[config.mk]
export PLATFORM = sky130hd
export DESIGN_NAME = tri_bus_arbiter
export DESIGN_NICKNAME = d
export VERILOG_FILES = /design/src/rtl/tri_bus_arbiter.sv
export SDC_FILE = /design/constraint.sdc
export NUM_CORES = 1
export LEC_CHECK = 0
export CAP_MARGIN = 20
export CORE_ASPECT_RATIO = 0.6
export CORE_MARGIN = 2
export CORE_UTILIZATION = 30
export DETAILED_ROUTE_END_ITERATION = 8
export HOLD_SLACK_MARGIN = 0.12
export PLACE_DENSITY_LB_ADDON = 0.08
export SLEW_MARGIN = 20
export SYNTH_ARGS = -nofsm -noshare
export SYNTH_HDL_FRONTEND = slang
export SYNTH_SLANG_ARGS = --single-unit
[constraint.sdc]
create_clock -name clk -period 3.2 [get_ports clk]
set_input_delay 0.32 -clock clk [delete_from_list [all_inputs] [get_ports clk]]
set_output_delay 0.32 -clock clk [all_outputs]
set_load 0.005 [all_outputs]
[src/rtl/tri_bus_arbiter.sv]
// rtl/tri_bus_arbiter.sv - round-robin arbiter for a shared tri-state bus with turnaround and tenure limit
module tri_bus_arbiter #(
    parameter int N        = 4,
    parameter int MAX_HOLD = 8,
    parameter int TURN_CYC = 1
) (
    input  logic                 clk,
    input  logic                 rst,
    input  logic [N-1:0]         req,
    output logic [N-1:0]         gnt,
    output logic [N-1:0]         en,
    output logic [$clog2(N)-1:0] owner,
    output logic                 busy
);
    localparam int IW = $clog2(N);
    localparam int HW = $clog2(MAX_HOLD + 1);
    localparam int TW = $clog2(TURN_CYC + 1);

    localparam logic [HW-1:0] HOLD_LAST = HW'(MAX_HOLD - 1);
    localparam logic [TW-1:0] TURN_LAST = TW'(TURN_CYC - 1);
    localparam logic [N-1:0]  ONE       = {{(N-1){1'b0}}, 1'b1};

    typedef enum logic [1:0] {
        IDLE,
        GRANT,
        TURN
    } state_t;

    state_t        state;
    logic [IW-1:0] last;
    logic [HW-1:0] hold_cnt;
    logic [TW-1:0] turn_cnt;

    logic          pick_valid;
    logic [IW-1:0] pick;
    logic          release_now;
    logic          take;
    int            idx;

    // Round-robin pick: scan from last+1 upward; the previous owner (offset N) is checked last
    always_comb begin
        pick_valid = 1'b0;
        pick       = last;
        idx        = 0;
        for (int k = N; k >= 1; k--) begin
            idx = (int'(last) + k) % N;
            if (req[idx[IW-1:0]]) begin
                pick_valid = 1'b1;
                pick       = idx[IW-1:0];
            end
        end
    end

    // Owner gives up the bus when it stops requesting, or is forced out once its tenure is used up while others wait
    always_comb begin
        release_now = !req[owner] ||
                      ((hold_cnt == HOLD_LAST) && ((req & ~gnt) != '0));
        take        = pick_valid &&
                      ((state == IDLE) || ((state == TURN) && (turn_cnt == TURN_LAST)));
    end

    // Arbiter FSM; every output is a register so no combinational path reaches the buffer enables
    always_ff @(posedge clk or posedge rst) begin
        if (rst) begin
            state    <= IDLE;
            gnt      <= '0;
            en       <= '0;
            owner    <= '0;
            busy     <= 1'b0;
            last     <= IW'(N - 1);
            hold_cnt <= '0;
            turn_cnt <= '0;
        end else if (take) begin
            state    <= GRANT;
            gnt      <= ONE << pick;
            en       <= ONE << pick;
            owner    <= pick;
            busy     <= 1'b1;
            last     <= pick;
            hold_cnt <= '0;
        end else begin
            case (state)
                IDLE: begin
                    state <= IDLE;
                end
                GRANT: begin
                    if (release_now) begin
                        state    <= TURN;
                        gnt      <= '0;
                        en       <= '0;
                        busy     <= 1'b0;
                        turn_cnt <= '0;
                    end else if (hold_cnt != HOLD_LAST) begin
                        hold_cnt <= hold_cnt + HW'(1);
                    end
                end
                TURN: begin
                    if (turn_cnt == TURN_LAST) begin
                        state <= IDLE;
                    end else begin
                        turn_cnt <= turn_cnt + TW'(1);
                    end
                end
                default: begin
                    state <= IDLE;
                    gnt   <= '0;
                    en    <= '0;
                    busy  <= 1'b0;
                end
            endcase
        end
    end
endmodule

Word-level counts from Yosys, hierarchy flattened
Index checks and enable logic that the tools add are counted.
- register bits: 16
- output and inout port bits: 11
- logic and storage cells: 82
- $add $sub $neg: 6
- $lt $le $gt $ge: 5
- eq/ne operators: 9
- shift-type cells: 1
- muxes and demuxes: 34
- bitwise gates (word level): 4
- reductions and logical operators: 16
- operator list (cell ; number):
    $mux 4 ; 6
    $lt 2x3->1 const B ; 5
    $mux 2 ; 7
    $mux 1 ; 12
    $bmux 1 s2 ; 5
    $pmux 4 s2 ; 1
    $ne 3x3->1 const B ; 2
    $reduce_and 3->1 ; 2
    $reduce_bool 2->1 ; 3
    $add 2x1->2 const B ; 2
    $add 2x2->2 const B ; 2
    $add 4x1->4 const B ; 1
    $and 4x4->4 ; 1
    $eq 4x3->1 const B ; 1
    $ne 2x1->1 const B ; 2
    $ne 4x3->1 const B ; 1
    $not 4->4 ; 1
    $pmux 1 s2 ; 2
    $pmux 2 s2 ; 1
    $reduce_and 2->1 ; 2
    $reduce_bool 4->1 ; 1
    $shl 1x2->4 const A ; 1
    $logic_and 1x1->1 ; 3
    $eq 2x1->1 const B ; 1
    8 further kinds ; 10

Depth between registers and ports, before layout
Gate-level depths: netlist of run 1.
- depth after elaboration: 10
- depth in mapped cells: 5
- mapped depth without buffers: 5

Worst setup path after synthesis of run 1
No wires, ideal clock.
- path type: register -> register
- start point: register owner[0]
- end point: register en[3]
- data arrival time: 1.317 ns
- data required time: 3.063 ns
- setup slack: 1.746 ns
- stages on the path, launching flop included: 4
- period minus slack after synthesis: 1.454 ns
- path through: dfrtp_1 -> mux4_2 -> a32oi_2 -> o22ai_1
- word-level cells in the longest chain between the ends: 6
- RTL lines (element ; line ; source):
    from (decl) ; 12 ; output logic [$clog2(N)-1:0] owner,
    from (signal assigned) ; 77 ; owner <= pick;
    $bmux 1 s2 ; 56 ; release_now = !req[owner] ||
    $mux 1 (implied by the code) ; 56 ;
    $logic_not 1->1 ; 56 ;
    $logic_or 1x1->1 ; 56 ;
    $ne 3x3->1 (no source line) ; n/a ;
    $reduce_and 2->1 (no source line) ; n/a ;
    to (signal assigned) ; 76 ; en <= ONE << pick;
    to (decl) ; 11 ; output logic [N-1:0] en,
Every way passes these cells. The select of a mux whose other input is x is not followed.
A chain may end at the register's enable or synchronous reset.

Worst setup path in the final report of run 1
- start point: input req[3]
- end point: register en[1]
- word-level cells in the longest chain between the ends: 9
- elaborated cells between the ends (all ways): 29
- classes of those cells: eq/ne (2); shift (1); mux (19); bitwise (1); reduce/logical (6)
- RTL lines (element ; line ; source):
    from (decl) ; 9 ; input logic [N-1:0] req,
    $bmux 1 s2 ; 47 ; if (req[idx[IW-1:0]]) begin
    $mux 1 (implied by the code) ; 47 ;
    $mux 1 (4 in a row) ; 47 ;
    $logic_and 1x1->1 ; 58 ; take = pick_valid &&
    $ne 3x3->1 (no source line) or $ne 2x1->1 (tied branches) ; n/a ;
    $reduce_and 2->1 (no source line) ; n/a ;
Several ways; a longest one is shown, not always the timed one. The select of a mux whose other input is x is not followed.

==> metrics.csv, run 1 <==
metric;value;unit
grt_first_pass_wirelength;2.93;mm
die_area;0.00313;sq mm
maxClockFrequency;561;MHz
dr.pass1.iters;4;
worst_path_dominant_cell_family;simple AND/OR/NAND/NOR gates;
clock_latency;240;ps
initial_core_util;31.9;%
setup-tns-final;0;ps
ios;17;
timing.final.setup_violations;0;
global_route.overflow_total;0;
avgRoutedWirePerCell;12.9;um
port-buffer-count;16;
sequential_area;378;sq um
worst_ep_required;3300;ps
register_clock_pin_slew_on_the_reported_worst_setup_and_hold_paths;50;ps
synthToLayoutAreaGrowth;26.7;%
num_vias;643;
seq_area_frac_synth;46.9;%
number_of_violations_of_the_max_capacitance_limit;0;
synth_top_area_share;40.4;%
holdCritPathClass;in -> async;
cts_tree;built;
relSlewSlack;64.5;%
drtIter0Drc;19;
tritoncts.num_buffers;3;
synth-compound-area-share;16.1;%
synthSimpleGateAreaFrac;22.0;%
syn_nets;89;
hold_viol_final;0;
synth.area.mux_share;5.28;%
report.power.total;942;uW
maximum_number_of_pins_on_one_net_before_global_route_repair;16;
synth_seq_cells;15;
layout_cells_sized_above_1;10.2;%
cts_buffer_depth;2;
critical_path_source_type;input port;
cp_buf_inv_count;1;
die_width;70.9;um
worst_ep_arrival_time;1880;ps
clock_tree_root_driver_cell;sky130_fd_sc_hd__clkbuf_8;
post-route-period-util;55.7;%
status;finished clean;
via_to_cell_ratio;4.95;
groute.usage.overall;12.8;%
final_nets;106;
final_period_minus_worst_setup_slack;1780;ps
wl;1.68;mm
placeableCoreArea;0.00252;sq mm
timing.critical_path.slowest_stage_cell;sky130_fd_sc_hd__or4_1;
drc;0;
critPathCaptureType;flop;
globalplace.congestion;0.837;
cp_max_fo;8;
count_of_hold_fix_buffers_inserted_at_cts;0;
highest_cell_delay_on_the_worst_timing_path;580;ps
top_cell_type_by_total_area_after_synthesis;sky130_fd_sc_hd__dfrtp_1;
die_h;44.1;um
ant_nets;0;
num_rows;14;
power_density;922;mW/mm^2
clock_skew;1.12;ps
fillCellCount;262;
max-vdd-ir-drop;369;uV
postCtsSetupBuffers;0;
grt_antenna_before_repair;0;
yosys-top-cells-area;sky130_fd_sc_hd__dfrtp_1 40%, sky130_fd_sc_hd__dfstp_2 6.5%, sky130_fd_sc_hd__a21oi_1 3.7%;
synth_warnings;0;
post_synth_xor_area_fraction;1.09;%
cts.repair.resized;0;
largest_family_of_logic_cells_by_synthesized_area;simple AND/OR/NAND/NOR gates;
netlist_instances;82;
htreeDepth;1;
power_leakage;0.440;nW
synthDistinctLibCells;33;
final_max_slew_viol_count;0;
synthesis.area;806;sq um
max_slew.worst_pin.slew;528;ps
unrepaired_setup_endpoints_after_global_routing;false;
synth_area_per_cell;9.83;sq um
critical_path.cell_chain;clkdlybuf4s50_1 -> or4_1 -> nand2_1 -> a21o_1 -> o22ai_1;
grt_pass1_vias;598;
multiInputGateArea;372;sq um
setup.worst_path.class;in -> reg;
cts.sink_count;15;
synth_adder_area_share;1.55;%
num_antenna_cells;0;
detailedPlacementHpwl;1.35;mm
## worst paths after layout
path / depth (start not counted) / to / start / slack (ps)
min: 2 / owner[0]$_DFFE_PP0P_ / rst / 410
max reg2reg: 4 / en[3]$_DFFE_PP0P_ / last[1]$_DFFE_PP1P_ / 1590
min reg2reg: 1 / hold_cnt[3]$_DFFE_PP0P_ / hold_cnt[3]$_DFFE_PP0P_ / 490
max: 5 / en[1]$_DFFE_PP0P_ / req[3] / 1420
min in group clk: 1 / hold_cnt[3]$_DFFE_PP0P_ / hold_cnt[3]$_DFFE_PP0P_ / 490
max in group asynchronous: 2 / last[1]$_DFFE_PP1P_ / rst / 2420
## layout make-up
cell class | count | share of cell area, %
Multi-Input combinational cell | 56 | 36.4
Tap cell | 32 | 3.92
Timing Repair Buffer | 16 | 15.7
Sequential cell | 15 | 37.0
Clock buffer | 4 | 4.41
Inverter | 7 | 2.57
## through the flow
stage | area, sq um | hold slack [ps] | std cells | utilization (%) | setup slack (ps)
global route | 1020 | 483 | 130 | 40.5 | 1270
detailed placement | 976 | 490 | 126 | 38.7 | 1180
global placement | 976 | 469 | 126 | 38.7 | 1160
floorplan | 806 | 220 | 82 | - | 1750
finish | 1020 | 415 | 130 | 40.5 | 1420
CTS | 1020 | 440 | 130 | 40.5 | 1430
## flip-flops by register name, summed over array words and instances (netlist names)
name / cells
state: 2
en: 4
hold_cnt: 4
owner: 2
last: 2
busy: 1
## power breakdown
group	total, mW	internal [mW]	switching, mW
logic	0.438	0.236	0.202
clock network	0.145	0.0879	0.0568
registers	0.360	0.279	0.0808
total	0.942	0.602	0.339
## Yosys cell counts
library cell               instances
sky130_fd_sc_hd__or2b_1            2
sky130_fd_sc_hd__o21ai_0           2
sky130_fd_sc_hd__xor2_1            1
sky130_fd_sc_hd__or3_2             1
sky130_fd_sc_hd__mux2i_1           2
sky130_fd_sc_hd__inv_1             7
sky130_fd_sc_hd__dfrtp_1          13
sky130_fd_sc_hd__a21boi_0          1
sky130_fd_sc_hd__nand3_1           4
sky130_fd_sc_hd__a41o_1            1
sky130_fd_sc_hd__ha_1              1
sky130_fd_sc_hd__a211o_1           1
sky130_fd_sc_hd__nor2_1            7
sky130_fd_sc_hd__dfstp_2           2
sky130_fd_sc_hd__o211ai_1          1
sky130_fd_sc_hd__o22ai_1           4
sky130_fd_sc_hd__o31ai_1           1
sky130_fd_sc_hd__a32oi_2           1
sky130_fd_sc_hd__nand3b_1          1
sky130_fd_sc_hd__nor4_1            1
sky130_fd_sc_hd__buf_4             4
sky130_fd_sc_hd__or3_1             1
sky130_fd_sc_hd__nor2b_1           1
sky130_fd_sc_hd__and3b_2           1
sky130_fd_sc_hd__nand4_1           1
sky130_fd_sc_hd__nand2_1           5
sky130_fd_sc_hd__a21oi_1           6
sky130_fd_sc_hd__nor3_1            1
sky130_fd_sc_hd__nand2b_1          4
sky130_fd_sc_hd__or4_1             1
sky130_fd_sc_hd__a21o_1            1
sky130_fd_sc_hd__nand3_2           1
sky130_fd_sc_hd__mux4_2            1
## layer usage
layer	vias up	track usage, %	routed length [um]
met5	-	0	0
met3	2	5.24	137
met4	0	5.28	20
met2	23	15.3	605
li1	324	-	-
met1	294	19.6	919
## cells by family after synthesis
family,Yosys count
buf+inv,11
flops,15
xor+xnor,1
compound gates,19
simple gates,32
mux,3
fa+ha+maj,1
## cell usage in the layout, fill, tap and decap left out
master,count
sky130_fd_sc_hd__clkdlybuf4s50_1,16
sky130_fd_sc_hd__dfrtp_1,13
sky130_fd_sc_hd__nor2_1,7
sky130_fd_sc_hd__inv_1,7
sky130_fd_sc_hd__a21oi_1,6
sky130_fd_sc_hd__nand2_1,5
sky130_fd_sc_hd__nand2b_1,4
sky130_fd_sc_hd__nand3_1,4
sky130_fd_sc_hd__o22ai_1,4
sky130_fd_sc_hd__clkbuf_8,3
sky130_fd_sc_hd__mux2i_1,2
sky130_fd_sc_hd__or2b_1,2
sky130_fd_sc_hd__o21ai_0,2
sky130_fd_sc_hd__dfstp_2,2
sky130_fd_sc_hd__nor4_1,1
sky130_fd_sc_hd__nor3_1,1
sky130_fd_sc_hd__or4_1,1
sky130_fd_sc_hd__nor2b_1,1
sky130_fd_sc_hd__mux4_2,1
sky130_fd_sc_hd__nand3b_1,1
sky130_fd_sc_hd__a41o_1,1
sky130_fd_sc_hd__nand3_2,1
sky130_fd_sc_hd__xor2_1,1
sky130_fd_sc_hd__or3_1,1
sky130_fd_sc_hd__or3_2,1
sky130_fd_sc_hd__and3b_2,1
sky130_fd_sc_hd__a211o_1,1
sky130_fd_sc_hd__a32oi_2,1
sky130_fd_sc_hd__o211ai_1,1
sky130_fd_sc_hd__o31ai_1,1
sky130_fd_sc_hd__a21boi_0,1
sky130_fd_sc_hd__a21o_1,1
sky130_fd_sc_hd__nand4_1,1
sky130_fd_sc_hd__ha_1,1
sky130_fd_sc_hd__clkbuf_1,1
## worst register-to-register path, delay by kind of cell (launching register included)
family          cells  cell delay (ps)
compound gates      1              170
flops               1              580
mux                 1              200
simple gates        2              520
Power figures use the tool's default switching activity.
==> run 2: changes to the inputs <==
clock period = 1.6 ns   (was 3.2 ns; I/O delays follow)
==> run 2 against run 1 <==
- non-clock buffer count rose by 11
- power is 110% higher
- first-iteration DRC count rose to 2.9 times the previous value
- final cell count increased by 8.5%
- critical path depth shrank 2
- worst setup slack lost 1400 ps
- largest cell class is now multi-input combinational cells
- highest routed layer unchanged
==> metrics.csv, run 2 (synthesis gave the netlist of run 1 again) <==
metric;value;unit;change
setup.worst_path.class;reg -> reg;;
tritoncts.num_buffers;3;;unchanged
crit-reg2reg-capture;en[1]$_DFFE_PP0P_;;
status;finished clean;;
layout.cells.most_common;sky130_fd_sc_hd__clkdlybuf4s50_1;;
port-buffer-count;16;;unchanged
layout.cells.most_common_list;15 x sky130_fd_sc_hd__clkdlybuf4s50_1, 13 x sky130_fd_sc_hd__dfrtp_1, 11 x sky130_fd_sc_hd__buf_4;;
initial_core_util;31.9;%;unchanged
detailedPlacementHpwl;1.48;mm;+9.5%
critical_path.cell_chain;mux4_2 -> a32oi_4 -> o22ai_1;;
clock_tree_root_driver_cell;sky130_fd_sc_hd__clkbuf_8;;
layout_cells_sized_above_1;21.1;%;+11 points
final_max_slew_viol_count;0;;unchanged
cts_tree;built;;
report.power.total;2.02;mW;+110%
max_slew.worst_pin.slew;550;ps;+21.8 ps
timing.final.setup_violations;0;;unchanged
worst_ep_arrival_time;1670;ps;-210 ps
r2r-start;owner[0]$_DFFE_PP0P_;;
globalplace.congestion;0.785;;-6.3%
grt_pass1_vias;632;;+5.7%
htreeDepth;1;;unchanged
placedInstanceArea;0.00104;sq mm;+6.9%
number_of_violations_of_the_max_capacitance_limit;0;;unchanged
num_rows;14;;unchanged
hold_viol_final;0;;unchanged
r2r_slack;50;ps;-1540 ps
setup-tns-final;0;ps;unchanged
final_period_minus_worst_setup_slack;1550;ps;
switching_share;36.1;%;+0.078 points
dr.pass1.iters;4;;unchanged
holdCritPathClass;in -> async;;
die_h;44.1;um;unchanged
unrepaired_setup_endpoints_after_global_routing;true;;
critPathCaptureType;flop;;
cts_buffer_depth;2;;unchanged
cts.sink_count;15;;unchanged
largest_registers;en x4, hold_cnt x4;;
drc;0;;unchanged
groute.usage.overall;14.0;%;+1.2 points
via_to_cell_ratio;4.85;;-1.9%
fin_util;44.7;%;+4.3 points
highest_cell_delay_on_the_worst_timing_path;600;ps;+20 ps
die_area;0.00313;sq mm;unchanged
cp_buf_inv_count;0;;-1
maxClockFrequency;643;MHz;
worst_path_dominant_cell_family;multiplexers;;
critical_path_source_type;flop;;
max-vdd-ir-drop;706;uV;+92%
maximum_number_of_pins_on_one_net_before_global_route_repair;16;;unchanged
ant_nets;0;;unchanged
grt_first_pass_wirelength;3.21;mm;+9.4%
final_cells;141;;+8.5%
timing.critical_path.slowest_stage_cell;sky130_fd_sc_hd__mux4_2;;
preCtsSetupSlack;-223;ps;-1400 ps
share_clk_of_total_power;15.0;%;-0.4 points
drtIter0Drc;55;;+36
num_vias;684;;+6.4%
final_nets;117;;+10%
fin_ws;45.7;ps;-1370 ps
power.share.combinational;50.1;%;+3.6 points
rr_worst_depth;3;;-1
post-route-period-util;97.1;%;
switchingPower;730;uW;+120%
multiInputGateArea;394;sq um;+6.1%
worst_ep_required;1720;ps;-1580 ps
holdWs;254;ps;-161 ps
numPlacedInstances;135;;+7.1%
num_antenna_cells;0;;unchanged
relSlewSlack;63.3;%;-1.2 points
sequential_area;378;sq um;unchanged
internal-power;1.29;mW;+110%
wl;1.87;mm;+11%
grt_antenna_before_repair;0;;unchanged
clock_latency;250;ps;about the same
power_leakage;0.506;nW;+15%
register_clock_pin_slew_on_the_reported_worst_setup_and_hold_paths;60;ps;about the same
fillCellCount;251;;-4.2%
clock_skew;1.01;ps;-0.109 ps
stdcell_area;0.00113;sq mm;+11%
power.share.sequential;34.8;%;-3.4 points
placeableCoreArea;0.00252;sq mm;unchanged
cp_max_fo;5;;-3
avgRoutedWirePerCell;13.2;um;+2.2%
power_density;1790;mW/mm^2;+94%
critical_path_depth;3;;-2
synthToLayoutAreaGrowth;40.1;%;
global_route.overflow_total;0;;unchanged
die_width;70.9;um;unchanged
ios;17;;unchanged
==> run 2: cell count changes in the layout (fill, tap and decap cells not counted), sizes merged <==
| cell | delta |
|---|---|
| buf | +11 |
| clkdlybuf4s50 | -1 |
| dlymetal6s2s | +1 |
==> run 2: power by group through the flow <==
stage,sequential [mW],combinational [mW],clock (mW)
3_3_place_gp,0.714,0.950,0
6_report,0.704,1.01,0.304
5_1_grt,0.731,1.12,0.346
2_1_floorplan,0.689,0.550,0
4_1_cts,0.708,0.940,0.320
3_5_place_dp,0.712,0.935,0
==> run 2: layout make-up <==
cell class / instances / area share, %
well taps: 32 / 3.55
inverters: 7 / 2.33
clock buffers: 4 / 3.99
repair buffers: 27 / 21.7
flip-flops and latches: 15 / 33.5
multi-input cells: 56 / 34.9
==> run 2: worst max-delay path by stage <==
stage | startpoint | end | slack, ps
6_report | owner[0]$_DFFE_PP0P_ | en[1]$_DFFE_PP0P_ | 50
5_1_grt | owner[0]$_DFFE_PP0P_ | en[1]$_DFFE_PP0P_ | -4
4_1_cts | owner[0]$_DFFE_PP0P_ | en[3]$_DFFE_PP0P_ | 50
3_5_place_dp | req[3] | en[1]$_DFFE_PP0P_ | -220
3_3_place_gp | req[2] | owner[0]$_DFFE_PP0P_ | -250
2_1_floorplan | owner[0]$_DFFE_PP0P_ | en[3]$_DFFE_PP0P_ | 150
==> run 2: timing repair <==
action | in CTS | in global routing
resized for setup | 0 | 4
setup buffers | 0 | 2
hold buffers | 0 | 0
endpoints found under the setup margin | 0 | 6
==> run 2: metal layers <==
metal  track usage [%]  vias to the layer above  part of all wire [%]
met1              20.6                      322                    54
li1                  -                      346                     -
met3              5.92                        2                   5.2
met4              4.53                        0                  0.70
met5                 0                        -                     0
met2              18.1                       14                    40
